`src/rtl/tinyqv_qspi_instr_fetch.sv`:
```
`default_nettype none
// +----------------------------------------------------------------------------+
// | Module      : tinyqv_qspi_instr_fetch                                      |
// | Description : TinyQV instruction-side QSPI continuous-read fetcher that    |
// |               streams 16-bit halfwords to the CPU fetch port.              |
// |               Optional macro QSPI_LATE_SAMPLE_EN: sample flash data at the |
// |               end of the following L phase instead of the H phase.         |
// | Revision    : 1.0 - initial release                                        |
// +----------------------------------------------------------------------------+
module tinyqv_qspi_instr_fetch #(
  parameter int DUMMY_NIBBLES = 4
) (
  input  logic        clk,
  input  logic        rst,
  input  logic [23:1] instr_addr,
  input  logic        instr_fetch_restart,
  input  logic        instr_fetch_stall,
  input  logic        fetch_hold,
  output logic        instr_fetch_started,
  output logic        instr_fetch_stopped,
  output logic [15:0] instr_data,
  output logic        instr_ready,
  output logic        spi_cs_n,
  output logic        spi_clk_out,
  output logic [3:0]  spi_data_out,
  output logic [3:0]  spi_data_oe,
  input  logic [3:0]  spi_data_in
);

  localparam logic [3:0] DUMMY_LAST = 4'(DUMMY_NIBBLES - 1);

  typedef enum logic [2:0] {
    S_IDLE  = 3'd0,
    S_ADDR  = 3'd1,
    S_MODE  = 3'd2,
    S_DUMMY = 3'd3,
    S_DATA  = 3'd4,
    S_PAUSE = 3'd5,
    S_GAP   = 3'd6
  } state_t;

  state_t      state_q, state_d;
  logic        phase_q, phase_d;
  logic [3:0]  cnt_q, cnt_d;
  logic [23:0] addr_q;
  logic [11:0] shift_q;
  logic [15:0] data_q;
  logic        ready_q;
  logic        started_q;
  logic        stopped_q;

  logic        start_w;
  logic        take_now_w;
  logic        last_now_w;
  logic        take_w;
  logic        last_w;

  assign start_w    = (state_q == S_IDLE) && instr_fetch_restart && !fetch_hold;
  assign take_now_w = (state_q == S_DATA) && phase_q;
  assign last_now_w = take_now_w && (cnt_q == 4'd3);

`ifdef QSPI_LATE_SAMPLE_EN
  logic take_pend_q;
  logic last_pend_q;

  // The pending sample survives a state change so the final nibble of a
  // halfword is still captured when the transaction ends at that boundary.
  always_ff @(posedge clk) begin
    if (rst) begin
      take_pend_q <= 1'b0;
      last_pend_q <= 1'b0;
    end else begin
      take_pend_q <= take_now_w;
      last_pend_q <= last_now_w;
    end
  end

  assign take_w = take_pend_q;
  assign last_w = last_pend_q;
`else
  assign take_w = take_now_w;
  assign last_w = last_now_w;
`endif

  always_comb begin
    state_d = state_q;
    phase_d = 1'b0;
    cnt_d   = cnt_q;
    case (state_q)
      S_IDLE: begin
        cnt_d = '0;
        if (start_w) state_d = S_ADDR;
      end
      S_ADDR: begin
        phase_d = ~phase_q;
        if (phase_q) begin
          cnt_d = cnt_q + 4'd1;
          if (cnt_q == 4'd5) begin
            state_d = S_MODE;
            cnt_d   = '0;
          end
        end
        if (instr_fetch_restart) state_d = S_GAP;
      end
      S_MODE: begin
        phase_d = ~phase_q;
        if (phase_q) begin
          cnt_d = cnt_q + 4'd1;
          if (cnt_q == 4'd1) begin
            state_d = S_DUMMY;
            cnt_d   = '0;
          end
        end
        if (instr_fetch_restart) state_d = S_GAP;
      end
      S_DUMMY: begin
        phase_d = ~phase_q;
        if (phase_q) begin
          cnt_d = cnt_q + 4'd1;
          if (cnt_q == DUMMY_LAST) begin
            state_d = S_DATA;
            cnt_d   = '0;
          end
        end
        if (instr_fetch_restart) state_d = S_GAP;
      end
      S_DATA: begin
        phase_d = ~phase_q;
        if (phase_q) begin
          cnt_d = cnt_q + 4'd1;
          // Halfword boundary: restart beats hold beats stall.
          if (cnt_q == 4'd3) begin
            cnt_d = '0;
            if (fetch_hold)             state_d = S_GAP;
            else if (instr_fetch_stall) state_d = S_PAUSE;
          end
        end
        if (instr_fetch_restart) state_d = S_GAP;
      end
      S_PAUSE: begin
        cnt_d = '0;
        if (!instr_fetch_stall) state_d = S_DATA;
        if (instr_fetch_restart || fetch_hold) state_d = S_GAP;
      end
      S_GAP: begin
        cnt_d   = '0;
        state_d = S_IDLE;
      end
      default: begin
        cnt_d   = '0;
        state_d = S_IDLE;
      end
    endcase
  end

  always_ff @(posedge clk) begin
    if (rst) begin
      state_q   <= S_IDLE;
      phase_q   <= 1'b0;
      cnt_q     <= '0;
      addr_q    <= '0;
      shift_q   <= '0;
      data_q    <= '0;
      ready_q   <= 1'b0;
      started_q <= 1'b0;
      stopped_q <= 1'b0;
    end else begin
      state_q   <= state_d;
      phase_q   <= phase_d;
      cnt_q     <= cnt_d;
      started_q <= start_w;
      stopped_q <= (state_d == S_GAP) && (state_q != S_GAP);
      ready_q   <= last_w;
      if (start_w) begin
        addr_q <= {instr_addr, 1'b0};
      end else if ((state_q == S_ADDR) && phase_q) begin
        addr_q <= {addr_q[19:0], 4'h0};
      end
      // Nibbles arrive as [7:4],[3:0],[15:12],[11:8]; reorder on the last one.
      if (take_w) begin
        if (last_w) begin
          data_q <= {shift_q[3:0], spi_data_in, shift_q[11:8], shift_q[7:4]};
        end else begin
          shift_q <= {shift_q[7:0], spi_data_in};
        end
      end
    end
  end

  always_comb begin
    spi_cs_n     = 1'b1;
    spi_clk_out  = 1'b0;
    spi_data_out = 4'h0;
    spi_data_oe  = 4'h0;
    case (state_q)
      S_ADDR: begin
        spi_cs_n     = 1'b0;
        spi_clk_out  = phase_q;
        spi_data_out = addr_q[23:20];
        spi_data_oe  = 4'hF;
      end
      S_MODE: begin
        spi_cs_n     = 1'b0;
        spi_clk_out  = phase_q;
        spi_data_out = cnt_q[0] ? 4'h0 : 4'hA;
        spi_data_oe  = 4'hF;
      end
      S_DUMMY, S_DATA: begin
        spi_cs_n    = 1'b0;
        spi_clk_out = phase_q;
      end
      S_PAUSE: begin
        spi_cs_n = 1'b0;
      end
      default: begin
        spi_cs_n = 1'b1;
      end
    endcase
  end

  assign instr_fetch_started = started_q;
  assign instr_fetch_stopped = stopped_q;
  assign instr_data          = data_q;
  assign instr_ready         = ready_q;

endmodule
`default_nettype wire
```
`config.mk`:
```
export PLATFORM = sky130hd
export DESIGN_NAME = tinyqv_qspi_instr_fetch
export DESIGN_NICKNAME = d
export VERILOG_FILES = /design/src/rtl/tinyqv_qspi_instr_fetch.sv
export SDC_FILE = /design/constraint.sdc
export NUM_CORES = 1
export LEC_CHECK = 0
export ABC_CLOCK_PERIOD_IN_PS = 1600
export BUFFER_PORTS_ARGS = -buffer_cell sky130_fd_sc_hd__buf_2
export CAP_MARGIN = 25
export CORE_MARGIN = 5
export CORE_UTILIZATION = 45
export DETAILED_ROUTE_END_ITERATION = 7
export PLACE_DENSITY = 0.73
export SYNTH_ARGS = -nofsm -noshare
export SYNTH_HDL_FRONTEND = slang
export SYNTH_SLANG_ARGS = --single-unit
```
`constraint.sdc`:
```
create_clock -name clk -period 1.6 [get_ports clk]
set_input_delay 0.08 -clock clk [delete_from_list [all_inputs] [get_ports clk]]
set_output_delay 0.08 -clock clk [all_outputs]
set_load 0.05 [all_outputs]
```
## Word-level counts from Yosys, hierarchy flattened

Index checks and enable logic that the tools add are counted.

| operators by class | value |
|---|---|
| add/subtract/negate cells | 1 |
| equality and inequality tests | 13 |
| muxes and demuxes | 32 |
| bitwise gates (word level) | 3 |
| reductions and logical operators | 18 |

Operators with widths:

| kind | number |
|---|---|
| 2-to-1 mux 3 bit | 17 |
| 2-to-1 mux 24 bit | 2 |
| 2-to-1 mux 4 bit | 8 |
| one-hot mux 3 bit (6 select lines) | 1 |
| one-hot mux 4 bit (3 select lines) | 1 |
| == test 3 bit (second input constant) | 3 |
| one-hot mux 4 bit (2 select lines) | 1 |
| == test 3 x 2 -> 1 bit (second input constant) | 2 |
| logical AND 1 bit | 6 |
| OR reduction 2 bit | 3 |
| OR reduction 5 bit | 1 |
| adder 4 x 1 -> 4 bit (second input constant) | 1 |
| == test 4 x 1 -> 1 bit (second input constant) | 1 |
| == test 4 x 2 -> 1 bit (second input constant) | 1 |
| == test 4 x 3 -> 1 bit (second input constant) | 1 |
| != test 2 bit (second input constant) | 2 |
| AND reduction 2 bit | 2 |
| OR reduction 4 bit | 1 |
| == test 3 x 1 -> 1 bit (second input constant) | 1 |
| zero test 3 bit | 1 |
| != test 3 bit (second input constant) | 1 |
| NOT 1 bit | 3 |
| AND reduction 3 bit | 1 |
| 2-to-1 mux 1 bit | 2 |
| 4 further kinds | 4 |

| storage, ports and cells | value |
|---|---|
| bits in registers | 62 |
| input bits | 32 |
| output and inout bits | 29 |
| word-level logic and storage cells | 76 |

## Logic depth before layout (Yosys ltp)

Gate-level depths: netlist of run 1.

| depth | value |
|---|---|
| depth after elaboration | 8 |
| mapped depth | 7 |
| mapped depth without buffers | 6 |

## Worst setup path before layout of run 1

Ideal clock, no wire load.

| timing | value |
|---|---|
| kind | register -> output |
| start | reg state_q[1] |
| end | out spi_data_oe[1] |
| arrival | 1905 ps |
| data required time | 1520 ps |
| path slack | -385 ps |
| stages on the path, launching flop included | 4 |
| path buffers | 1 |
| path through | dfxtp_1 > or2b_1 > a21oi_1 > buf_4 |

| on the way | value |
|---|---|
| cells in the longest elaborated chain, start to end | 3 |
| elaborated cells on any way between the ends | 4 |
| classes of those cells | eq/ne (2); mux (1); reduce/logical (1) |

RTL lines:

| what | line | source |
|---|---|---|
| from (decl) | 42 | `state_t state_q, state_d;` |
| from (signal assigned) | 168 | `state_q <= state_d;` |
| == test 3 x 1 -> 1 bit or == test 3 x 2 -> 1 bit (tied branches) | 195 | `case (state_q)` |
| OR reduction 2 bit (no source line) * | n/a |  |
| 2-to-1 mux 4 bit * | 195 |  |
| to (decl) | 26 | `output logic [3:0] spi_data_oe,` |

Every way passes the cells marked *; elsewhere a longest branch is shown, timed or not.

## Worst setup path after layout of run 1

| timing | value |
|---|---|
| start | reg state_q[1] |
| end | out spi_data_oe[0] |

The elaborated chain is that of the path after synthesis.

==> run summary, run 1 <==
Starting density of the core: 0.462
NumNets Final: 427
Final HPWL DP: 4470 µm
Number of synthesis warnings: 0
Clock sinks: 62
Final number of max-transition violations: 0
# diodes: 0
Worst Hold Launch: instr_addr[3]
DP Worst Slack: -0.0620 ns
Final setup viols: 13
Most common cell in the synthesized netlist: dfxtp_1
Max-capacitance violation count: 0
Largest net degree at the start of global routing: 59
Residual DRC: 0
DIE WIDTH: 87.7 µm
RSZ-0062 raised after global routing: yes
Syn_nets: 348
ANT nets after route: 0
Routed vias: 2,546
WP data required: 1.52 ns
Seq/Total Area, Yosys: 0.457
Die area: 7690 µm²
Drt via density: 5.39
CP Class: reg2out
Syn_area_per_cell: 8.65 µm²
FMAX: 0.603 GHz
Initial antenna violation count: 0
Violated checks: negative setup slack
Row count: 28
Total negative setup slack: -0.309 ns
PD cells: 1280 nW/µm²
Core Area: 5890 µm²
CTS tree: built
Post-Synth Simple-Gate Area: 0.203
Overflow after GRT: 0
Placer congestion estimate: 0.868
Cell accounting for the most synthesized area: dfxtp_1
Share of cells above drive strength 1: 0.343
CTS buffer count: 9
Gr busiest metal: met2
# H-tree levels: 3
Outcome: finished, violations left
Synthesized area: 2720 µm²
Post-synthesis compound-gate area fraction: 0.164
CP Launch Point: state_q[1]$_SDFF_PP0_
Gr usage total: 0.175
Post-Synthesis Cells: 314
Worst setup margin: -0.0586 ns
Tightest Hold Check Type: in2reg
Number of synthesized register bits: 62
CTS Root Cell: clkbuf_8
Clk buf depth: 2
Final Cycle Share: 1.04
Arrival time at the worst endpoint: 1.58 ns
Largest family of logic cells by synthesized area: simple AND/OR/NAND/NOR gates
Post-synth top area share: 0.457
Drt total wl: 6780 µm
Maximum vdd ir drop: 1050 µV
Inst Count DP: 448
First-pass GRT wire length: 10,800 µm
Yosys cell types: 39
Final Hold Fails: 0
First drt pass iteration count: 5
PortBufs: 60
I/O Pins: 61
Area Overhead vs Synth: 36.0%
Synth area leaders: dfxtp_1, mux2i_1, nor2_1
Worst setup SP type: register
Finished Layout Cells: 472
Post-Synth XOR/XNOR Area: 0
Crit-path max FO: 6
Tot Pwr: 4.74 mW
Met2 Usage GRT: 0.284
Fin util: 0.628
Async S/R FF share, synth: 0
Setup Skew: 0.0128 ns
Synth cell count leaders: dfxtp_1, nor2_1, nand2_1
Worst r2r src: state_q[1]$_SDFF_PP0_
Routing usage on met1: 0.234
Vias in the first global route: 2,353
Max_slew headroom: 0.618
Worst-path clk slew: 0.07 ns
Portion of netlist area occupied by mux cells: 0.114
Post-Synth Adder-Cell Area: 0.00921
Worst-skew pair later-pin latency: 0.33 ns
Leakage: 1.56 nW
Routed len/inst: 14.4 µm
Number of enable flip-flop cells after synthesis: 0
Final Critical Period: 1.66 ns
1st-iter DRT viols: 130
Least-Margin Pin Slew: 0.573 ns
Die height: 87.7 µm
Setup crit end kind: output pin
Met3 Resource Use GR: 0.0273
Main flop type after synthesis: dfxtp_1
-- cell type report --
cell class | count | area (µm²)
Sequential cell | 62 | 1250
Tap cell | 75 | 93.8
Clock buffer | 10 | 138
Timing Repair Buffer | 93 | 688
Fill cell | 498 | 2190
Inverter | 6 | 22.5
Multi-Input combinational cell | 221 | 1460
Clock inverter | 5 | 50.0
-- power breakdown --
group	switching [mW]	internal [mW]
Sequential	0.0876	1.68
Clock	0.576	0.742
Combinational	0.934	0.717
-- metrics by stage --
step	hold WS, ns	area, µm²
after floorplan	0.216	2740
after global placement	0.331	3230
after detailed placement	0.335	3230
after CTS	0.00135	3580
after global routing	0.0195	3700
final	0.00926	3700
-- cells by family after synthesis --
kind of cell               after synthesis
and+or+nand+nor                        118
AOI/OAI and AO/OA                       70
DFF                                     62
buffers and inverters                   31
muxes                                   31
adders and majority gates                2
-- registers in the layout (all words and copies together), names as in the netlist --
signal / cells
addr_q: 23
shift_q: 12
phase_q: 1
cnt_q: 4
instr_fetch_started: 1
instr_data: 16
instr_ready: 1
state_q: 3
instr_fetch_stopped: 1
-- critical path: stages (launching register included) --
cell,delay (ns)
dfxtp_2,0.35
buf_6,0.12
or2b_4,0.28
buf_6,0.12
a21oi_4,0.19
buf_6,0.19
-- path summary, 6_finish.rpt --
path,end,slack [ns],cells after the start
max,spi_data_oe[0],-0.06,5
min,addr_q[3]$_SDFFE_PP0P_,0.009,3
max reg2reg,shift_q[11]$_SDFFE_PP0P_,-0.02,5
min reg2reg,instr_data[4]$_SDFFE_PP0P_,0.45,2
-- cells in the final DEF (no fill, tap or decap), types with 3 or more instances in the layout --
cell type | synthesis | layout
clkinv_2 | 0 | 4
buf_6 | 1 | 14
nor2_1 | 43 | 40
o22ai_1 | 3 | 3
a22oi_1 | 4 | 4
dfxtp_2 | 0 | 5
mux2i_1 | 31 | 30
inv_1 | 6 | 6
nor2b_1 | 4 | 3
nor2_2 | 0 | 3
and3_1 | 7 | 4
a211oi_1 | 21 | 21
nand3_1 | 4 | 4
buf_4 | 3 | 22
nand2_1 | 41 | 41
a21oi_1 | 27 | 26
a31oi_1 | 4 | 4
dfxtp_1 | 62 | 57
nand2b_1 | 4 | 4
o21ai_2 | 0 | 3
clkbuf_8 | 0 | 10
buf_12 | 0 | 4
buf_2 | 7 | 50
-- layer usage --
metal,up-vias,wire length [µm]
met4,0,109
met5,-,0
met3,10,312
met2,73,3320
li1,1256,-
met1,1207,3040
-- what timing repair did --
item	CTS	global route
pin swaps	2	8
setup endpoints to repair	32	64
hold buffers	2	0
buffers inserted	4	3
endpoints found under the hold margin	4	0
gates resized for setup	31	29
Note: power is estimated with default switching activity, not from simulation.
==> run 2: changes to the inputs <==
--- a/config.mk
+++ b/config.mk
@@ -8,6 +8,7 @@
 export ABC_CLOCK_PERIOD_IN_PS = 1600
 export BUFFER_PORTS_ARGS = -buffer_cell sky130_fd_sc_hd__buf_2
 export CAP_MARGIN = 25
+export CORE_ASPECT_RATIO = 2
 export CORE_MARGIN = 5
 export CORE_UTILIZATION = 45
 export DETAILED_ROUTE_END_ITERATION = 7
==> run 2 against run 1 <==
The flow still finishes with violations (negative setup slack); hold slack better by 0.0015 ns; combinational power up 8%; register-to-register slack lost 0.03 ns; first-iteration DRC count is 13% lower; cell area up 7.2%; worst setup slack got worse by 0.018 ns; total power increased by 13%; global-route usage rose by 1.9 points; maximum frequency decreased by 1.1%; core utilization rose by 3.7 points; critical endpoint is now spi_clk_out; largest power group is now the clock network.
==> run summary, run 2 (synthesized netlist as in run 1, its figures left out) <==
Outcome: finished, violations left
Violated checks: negative setup slack
CTS buffer count: 9 (unchanged)
Critical Path Max Stage Delay: 0.39 ns (+0.04 ns)
FMAX: 0.596 GHz (-1.1%)
DP Worst Slack: -0.0489 ns (+0.0131 ns)
Starting density of the core: 0.456 (-0.00543)
Final Hold Fails: 0 (unchanged)
Routed len/inst: 15.2 µm (+6.0%)
# diodes: 0 (unchanged)
Commonest non-fill, non-tap cell in the layout: dfxtp_1
WHS: 0.0108 ns (+0.00150 ns)
Overflow after GRT: 0 (unchanged)
Routed vias: 2,553 (+0.27%)
Final Critical Period: 1.68 ns (+0.0180 ns)
Die height: 120 µm (+37%)
Vias in the first global route: 2,605 (+11%)
Hold Path Stages: 3 (unchanged)
Worst setup SP type: register
Core Area: 5960 µm² (+1.2%)
Row count: 40 (+43%)
Setup crit end kind: output pin
P_sw: 1.67 mW (+4.8%)
Hold Crit Endpoint: addr_q[4]$_SDFFE_PP0P_
Die area: 7790 µm² (+1.2%)
Fillers: 493 (-1.0%)
PD cells: 1350 nW/µm² (+5.5%)
Most frequent cells in the layout: dfxtp_1, buf_2, nand2_1
Tightest Hold Check Type: in2reg
Worst path slowest cell: or3_4
Clock sinks: 62 (unchanged)
Leakage: 1.66 nW (+6.3%)
Final HPWL DP: 5010 µm (+12%)
First drt pass iteration count: 4 (-1)
Clock Power Share: 0.336 (+0.058)
Placer congestion estimate: 0.905 (+4.3%)
Worst setup margin: -0.0766 ns (-0.0180 ns)
Tot Pwr: 5.35 mW (+13%)
ANT nets after route: 0 (unchanged)
Max_slew headroom: 0.716 (+0.0979)
Critical path's most frequent cell: buf_6
Share of cells above drive strength 1: 0.374 (+0.0318)
Final Cycle Share: 1.05 (+0.0112)
Arrival time at the worst endpoint: 1.60 ns (+0.02 ns)
Residual DRC: 0 (unchanged)
CTS Root Cell: clkbuf_16
CP Class: reg2out
1st-iter DRT viols: 113 (-13%)
FF-to-FF End: shift_q[6]$_SDFFE_PP0P_
Comb power frac: 0.332 (-0.016)
CP cell instances: buf_6, or3_4, buf_6, and3_4, buf_8
First-pass GRT wire length: 11,800 µm (+9.4%)
Least-Margin Pin Slew: 0.426 ns (-0.147 ns)
Worst Hold Launch: instr_addr[4]
WP data required: 1.52 ns (about the same)
Max FFs per register: 23 (unchanged)
Area of the multi-input gates: 1520 µm² (+4.5%)
DIE WIDTH: 65.0 µm (-26%)
Worst-skew pair later-pin latency: 0.33 ns (about the same)
Worst r2r src: state_q[1]$_SDFF_PP0_
PortBufs: 60 (unchanged)
Final number of max-transition violations: 0 (unchanged)
Worst-path clk slew: 0.05 ns (-0.02 ns)
I/O Pins: 61 (unchanged)
Register Area: 1250 µm² (unchanged)
Switch share: 0.313 (-0.0246)
Clk buf depth: 2 (unchanged)
Largest Register: addr_q
Crit-path max FO: 7 (+1)
Gr usage total: 0.194 (+0.0186)
CTS tree: built
Maximum vdd ir drop: 1240 µV (+19%)
Reg2reg setup slack: -0.05 ns (-0.03 ns)
Setup Skew: 0.00973 ns (-0.00310 ns)
Final setup viols: 19 (+6)
Initial antenna violation count: 0 (unchanged)
NumNets Final: 437 (+2.3%)
Max-capacitance violation count: 0 (unchanged)
Largest net degree at the start of global routing: 43 (-27%)
Drt via density: 5.44 (+0.92%)
Fin util: 0.665 (+0.0372)
Sequential power share: 0.332 (-0.041)
Worst Reg-to-Reg Cells: 5 (unchanged)
Int Power: 3.68 mW (+17%)
Drt total wl: 7140 µm (+5.3%)
RSZ-0062 raised after global routing: yes
Area Overhead vs Synth: 45.8%
# H-tree levels: 3 (unchanged)
-- run 2: cell count changes in the layout (fill, tap and decap cells not counted), moves of 5 or more --
cell / previous run / this run
a211oi_1: 21 / 16
buf_4: 22 / 28
clkbuf_8: 10 / 0
a211oi_2: 0 / 5
clkbuf_16: 0 / 11
-- run 2: power by group through the flow --
stage / Clock (mW) / Combinational, mW / Sequential, mW
floorplan: 0 / 0.917 / 1.80
finish: 1.80 / 1.78 / 1.78
global placement: 0 / 1.31 / 1.79
global route: 1.91 / 1.90 / 1.80
detailed placement: 0 / 1.32 / 1.79
CTS: 1.84 / 1.61 / 1.77
-- run 2: repair_timing --
| action | in CTS | in global routing |
|---|---|---|
| hold endpoints to repair | 1 | 0 |
| gates resized for setup | 38 | 30 |
| pin swaps | 4 | 17 |
| buffers inserted | 8 | 4 |
| hold buffers | 1 | 0 |
| endpoints found under the setup margin | 41 | 68 |
| gates cloned | 1 | 2 |
-- run 2: per-layer routing --
layer | global-route usage | routed length [µm] | vias to the layer above
met5 | 0 | 0 | -
met4 | 0.0980 | 198 | 0
met3 | 0.0552 | 311 | 19
met2 | 0.350 | 4020 | 67
met1 | 0.197 | 2620 | 1189
li1 | - | - | 1278
-- run 2: worst max-delay path, delay by kind of cell (launching register included) --
family,cells,cell delay [ns]
buffers and inverters,3,0.40
flip-flops,1,0.32
AND/OR/NAND/NOR,2,0.55
-- run 2: layout make-up --
cell class | count | share of cell area
Sequential cell | 62 | 0.315
Multi-Input combinational cell | 221 | 0.384
Inverter | 6 | 0.00569
Clock inverter | 2 | 0.00884
Clock buffer | 12 | 0.0597
Tap cell | 63 | 0.0199
Timing Repair Buffer | 103 | 0.207
-- run 2: stage by stage --
stage	setup TNS, ns	area, µm²	std cells
after global placement	0	3270	439
after CTS	-0.499	3740	463
after global routing	-3.52	3960	469
after floorplan	-0.00162	2740	314
final	-0.651	3960	469
after detailed placement	-0.337	3270	439
-- run 2: worst max path at each step --
stage               depth (start not counted)                  start  slack (ns)                              to
detailed placement                          5  cnt_q[0]$_SDFFE_PP0P_       -0.05  instr_fetch_stopped$_SDFF_PP0_
CTS                                         5  state_q[1]$_SDFF_PP0_       -0.09                     spi_clk_out
floorplan                                   5  cnt_q[0]$_SDFFE_PP0P_      -0.002  instr_fetch_stopped$_SDFF_PP0_
finish                                      5  state_q[2]$_SDFF_PP0_       -0.08                     spi_clk_out
global placement                            6  cnt_q[1]$_SDFFE_PP0P_        0.01         shift_q[3]$_SDFFE_PP0P_
global route                                6  state_q[1]$_SDFF_PP0_       -0.11                 spi_data_out[1]
==> run 3: changes to the inputs <==
--- a/config.mk
+++ b/config.mk
@@ -5,6 +5,7 @@
 export SDC_FILE = /design/constraint.sdc
 export NUM_CORES = 1
 export LEC_CHECK = 0
+export ABC_AREA = 1
 export ABC_CLOCK_PERIOD_IN_PS = 1600
 export BUFFER_PORTS_ARGS = -buffer_cell sky130_fd_sc_hd__buf_2
 export CAP_MARGIN = 25
@@ -13,6 +14,7 @@
 export CORE_UTILIZATION = 45
 export DETAILED_ROUTE_END_ITERATION = 7
 export PLACE_DENSITY = 0.73
+export SKIP_CTS_REPAIR_TIMING = 1
 export SYNTH_ARGS = -nofsm -noshare
 export SYNTH_HDL_FRONTEND = slang
 export SYNTH_SLANG_ARGS = --single-unit
==> run 3 against run 2 <==
The run ends with negative hold slack left; count of clock-buffer cells in the layout fell by 2; clock skew is 0.0047 ns lower; maximum frequency up 8.1%; critical endpoint is now spi_data_out[1]; register-to-register slack better by 0.21 ns; non-clock buffer count fell by 29; hold slack lost 0.014 ns; largest cell class unchanged; synthesized area up 4.7%; global-route usage down 1.1 points; via count rose by 7.5%; combinational power shrank 73%; total power fell by 29%; largest power group unchanged.
==> run summary, run 3 <==
Critical path's most frequent cell: nand2_1
WHS: -0.00334 ns (-0.0141 ns)
WP data required: 1.52 ns (about the same)
1st-iter DRT viols: 96 (-15%)
Crit-path max FO: 6 (-1)
FMAX: 0.645 GHz (+8.1%)
Residual DRC: 0 (unchanged)
Clock sinks: 62 (unchanged)
Synthesized area: 2850 µm² (+4.7%)
Synth area leaders: dfxtp_1, nand2_1, nor2_1
Worst r2r src: state_q[0]$_SDFF_PP0_
PD cells: 1080 nW/µm² (-20%)
Outcome: finished, violations left
Vias in the first global route: 2,631 (+1.0%)
Number of synthesized register bits: 62 (unchanged)
Setup Skew: 0.00499 ns (-0.00475 ns)
CTS Root Cell: clkbuf_16
# diodes: 0 (unchanged)
Drt via density: 4.90 (-10%)
Cell accounting for the most synthesized area: dfxtp_1
Routed vias: 2,744 (+7.5%)
Post-synth top area share: 0.436 (-0.0207)
Worst-path clk slew: 0.05 ns (about the same)
Final Critical Period: 1.55 ns (-0.126 ns)
Total negative setup slack: 0 ns (+0.651 ns)
Least-Margin Pin Slew: 0.420 ns (-0.00618 ns)
RSZ-0062 raised after global routing: yes
Yosys cell types: 27 (-31%)
Setup crit end kind: output pin
Final Hold Fails: 1 (+1)
Post-Synthesis Cells: 402 (+28%)
Routed len/inst: 12.6 µm (-17%)
Inst Count DP: 540 (+23%)
Final number of max-transition violations: 0 (unchanged)
Family with the most delay on the worst path: simple AND/OR/NAND/NOR gates
Drt total wl: 7060 µm (-1.1%)
CP cell instances: inv_2, nand2_1, nor2_4, nand2_1, o21ai_1, buf_4
Largest Register: addr_q
Area Overhead vs Synth: 24.3%
First-pass GRT wire length: 11,500 µm (-2.2%)
Worst-skew pair later-pin latency: 0.32 ns (about the same)
Number of enable flip-flop cells after synthesis: 0 (unchanged)
Worst path slowest cell: dfxtp_2
PortBufs: 60 (unchanged)
Final HPWL DP: 5190 µm (+3.7%)
Max-capacitance violation count: 0 (unchanged)
Dpl cell area: 3190 µm² (-2.3%)
Maximum vdd ir drop: 702 µV (-43%)
Synth cell count leaders: nand2_1, nor2_1, dfxtp_1
Buf/Inv on CP: 2 (-1)
Initial antenna violation count: 0 (unchanged)
Tot Pwr: 3.82 mW (-29%)
Finished Layout Cells: 560 (+19%)
Post-route cell area: 3540 µm² (-11%)
Gr usage total: 0.183 (-0.0107)
Most frequent cells in the layout: nand2_1, nor2_1, dfxtp_1
Final Cycle Share: 0.969 (-0.0786)
Row count: 41 (+2.5%)
CP Class: reg2out
Starting density of the core: 0.455 (-0.00148)
Syn_nets: 436 (+25%)
CTS buffer count: 9 (unchanged)
Seq/Total Area, Yosys: 0.436 (-0.0207)
Fillers: 621 (+26%)
Commonest non-fill, non-tap cell in the layout: nand2_1
Clk buf depth: 2 (unchanged)
Arrival time at the worst endpoint: 1.47 ns (-0.13 ns)
Placer congestion estimate: 0.856 (-5.5%)
Die height: 122 µm (+2.1%)
Final setup viols: 0 (-19)
DIE WIDTH: 66.2 µm (+2.0%)
Max FFs per register: 23 (unchanged)
Syn_area_per_cell: 7.08 µm² (-18%)
Fin util: 0.565 (-0.0998)
Worst setup margin: 0.0492 ns (+0.126 ns)
I/O Pins: 61 (unchanged)
# H-tree levels: 3 (unchanged)
CP Launch Point: state_q[1]$_SDFF_PP0_
Async S/R FF share, synth: 0 (unchanged)
Most common cell in the synthesized netlist: nand2_1
DP Worst Slack: 0.0517 ns (+0.101 ns)
First drt pass iteration count: 4 (unchanged)
Worst Hold Launch: spi_data_in[2]
CTS tree: built
Core Area: 6260 µm² (+5.1%)
Number of synthesis warnings: 0 (unchanged)
Max_slew headroom: 0.720 (+0.00381)
Die area: 8110 µm² (+4.2%)
Main flop type after synthesis: dfxtp_1
Critical Path Max Stage Delay: 0.35 ns (-0.04 ns)
Tightest Hold Check Type: in2reg
Violated checks: negative hold slack
Largest net degree at the start of global routing: 31 (-28%)
NumNets Final: 503 (+15%)
Overflow after GRT: 0 (unchanged)
Worst setup SP type: register
Share of cells above drive strength 1: 0.226 (-0.149)
ANT nets after route: 0 (unchanged)
Leakage: 1.82 nW (+9.5%)
run 3: cell count changes after synthesis, moves of 18 or more:
cell	change
inv_1	+18
mux2i_1	-31
nor2_1	+51
a211oi_1	-21
nand2_1	+68
o21ai_0	+31
run 3: worst paths after layout:
kind,slack [ns],cells after the start,endpoint
worst max-delay path,0.05,6,spi_data_out[1]
worst max register to register,0.16,8,addr_q[23]$_SDFFE_PP0P_
worst min register to register,0.46,2,addr_q[2]$_SDFFE_PP0P_
worst min-delay path,-0.003,3,shift_q[2]$_SDFFE_PP0P_
run 3: cells by family after synthesis:
| logic type | share of synthesized area |
|---|---|
| compound gates | 0.106 |
| flops | 0.436 |
| simple gates | 0.352 |
| fa+ha+maj | 0.00879 |
| buf+inv | 0.0967 |
run 3: final cells by class:
| type | count | area (µm²) | area share |
|---|---|---|---|
| Clock buffer | 10 | 229 | 0.0647 |
| Clock inverter | 6 | 38.8 | 0.0110 |
| Inverter | 29 | 116 | 0.0329 |
| Multi-Input combinational cell | 293 | 1360 | 0.384 |
| Sequential cell | 62 | 1240 | 0.351 |
| Tap cell | 86 | 108 | 0.0304 |
| Timing Repair Buffer | 74 | 445 | 0.126 |
run 3: routing by layer:
metal / vias up / share of wire / GRT usage
met4: 0 / 0.032 / 0.0992
met3: 20 / 0.037 / 0.0375
met2: 65 / 0.56 / 0.343
met5: - / 0 / 0
li1: 1396 / - / -
met1: 1263 / 0.37 / 0.180
run 3: where the power goes:
part / leakage (nW) / switching, mW / internal [mW]
sequential: 0.503 / 0.0330 / 1.60
clock: 0.128 / 0.668 / 1.04
combinational: 1.19 / 0.327 / 0.161
total: 1.82 / 1.03 / 2.80
run 3: worst reg2reg max path, stage by stage, from the launching register on:
cell and delay [ns]:
dfxtp_2 0.38, nor2_4 0.19, nand4_4 0.22, inv_6 0.21, nor2_8 0.10, nand2_1 0.08, nand3_1 0.07, nand2_1 0.06
inv_1 0.03
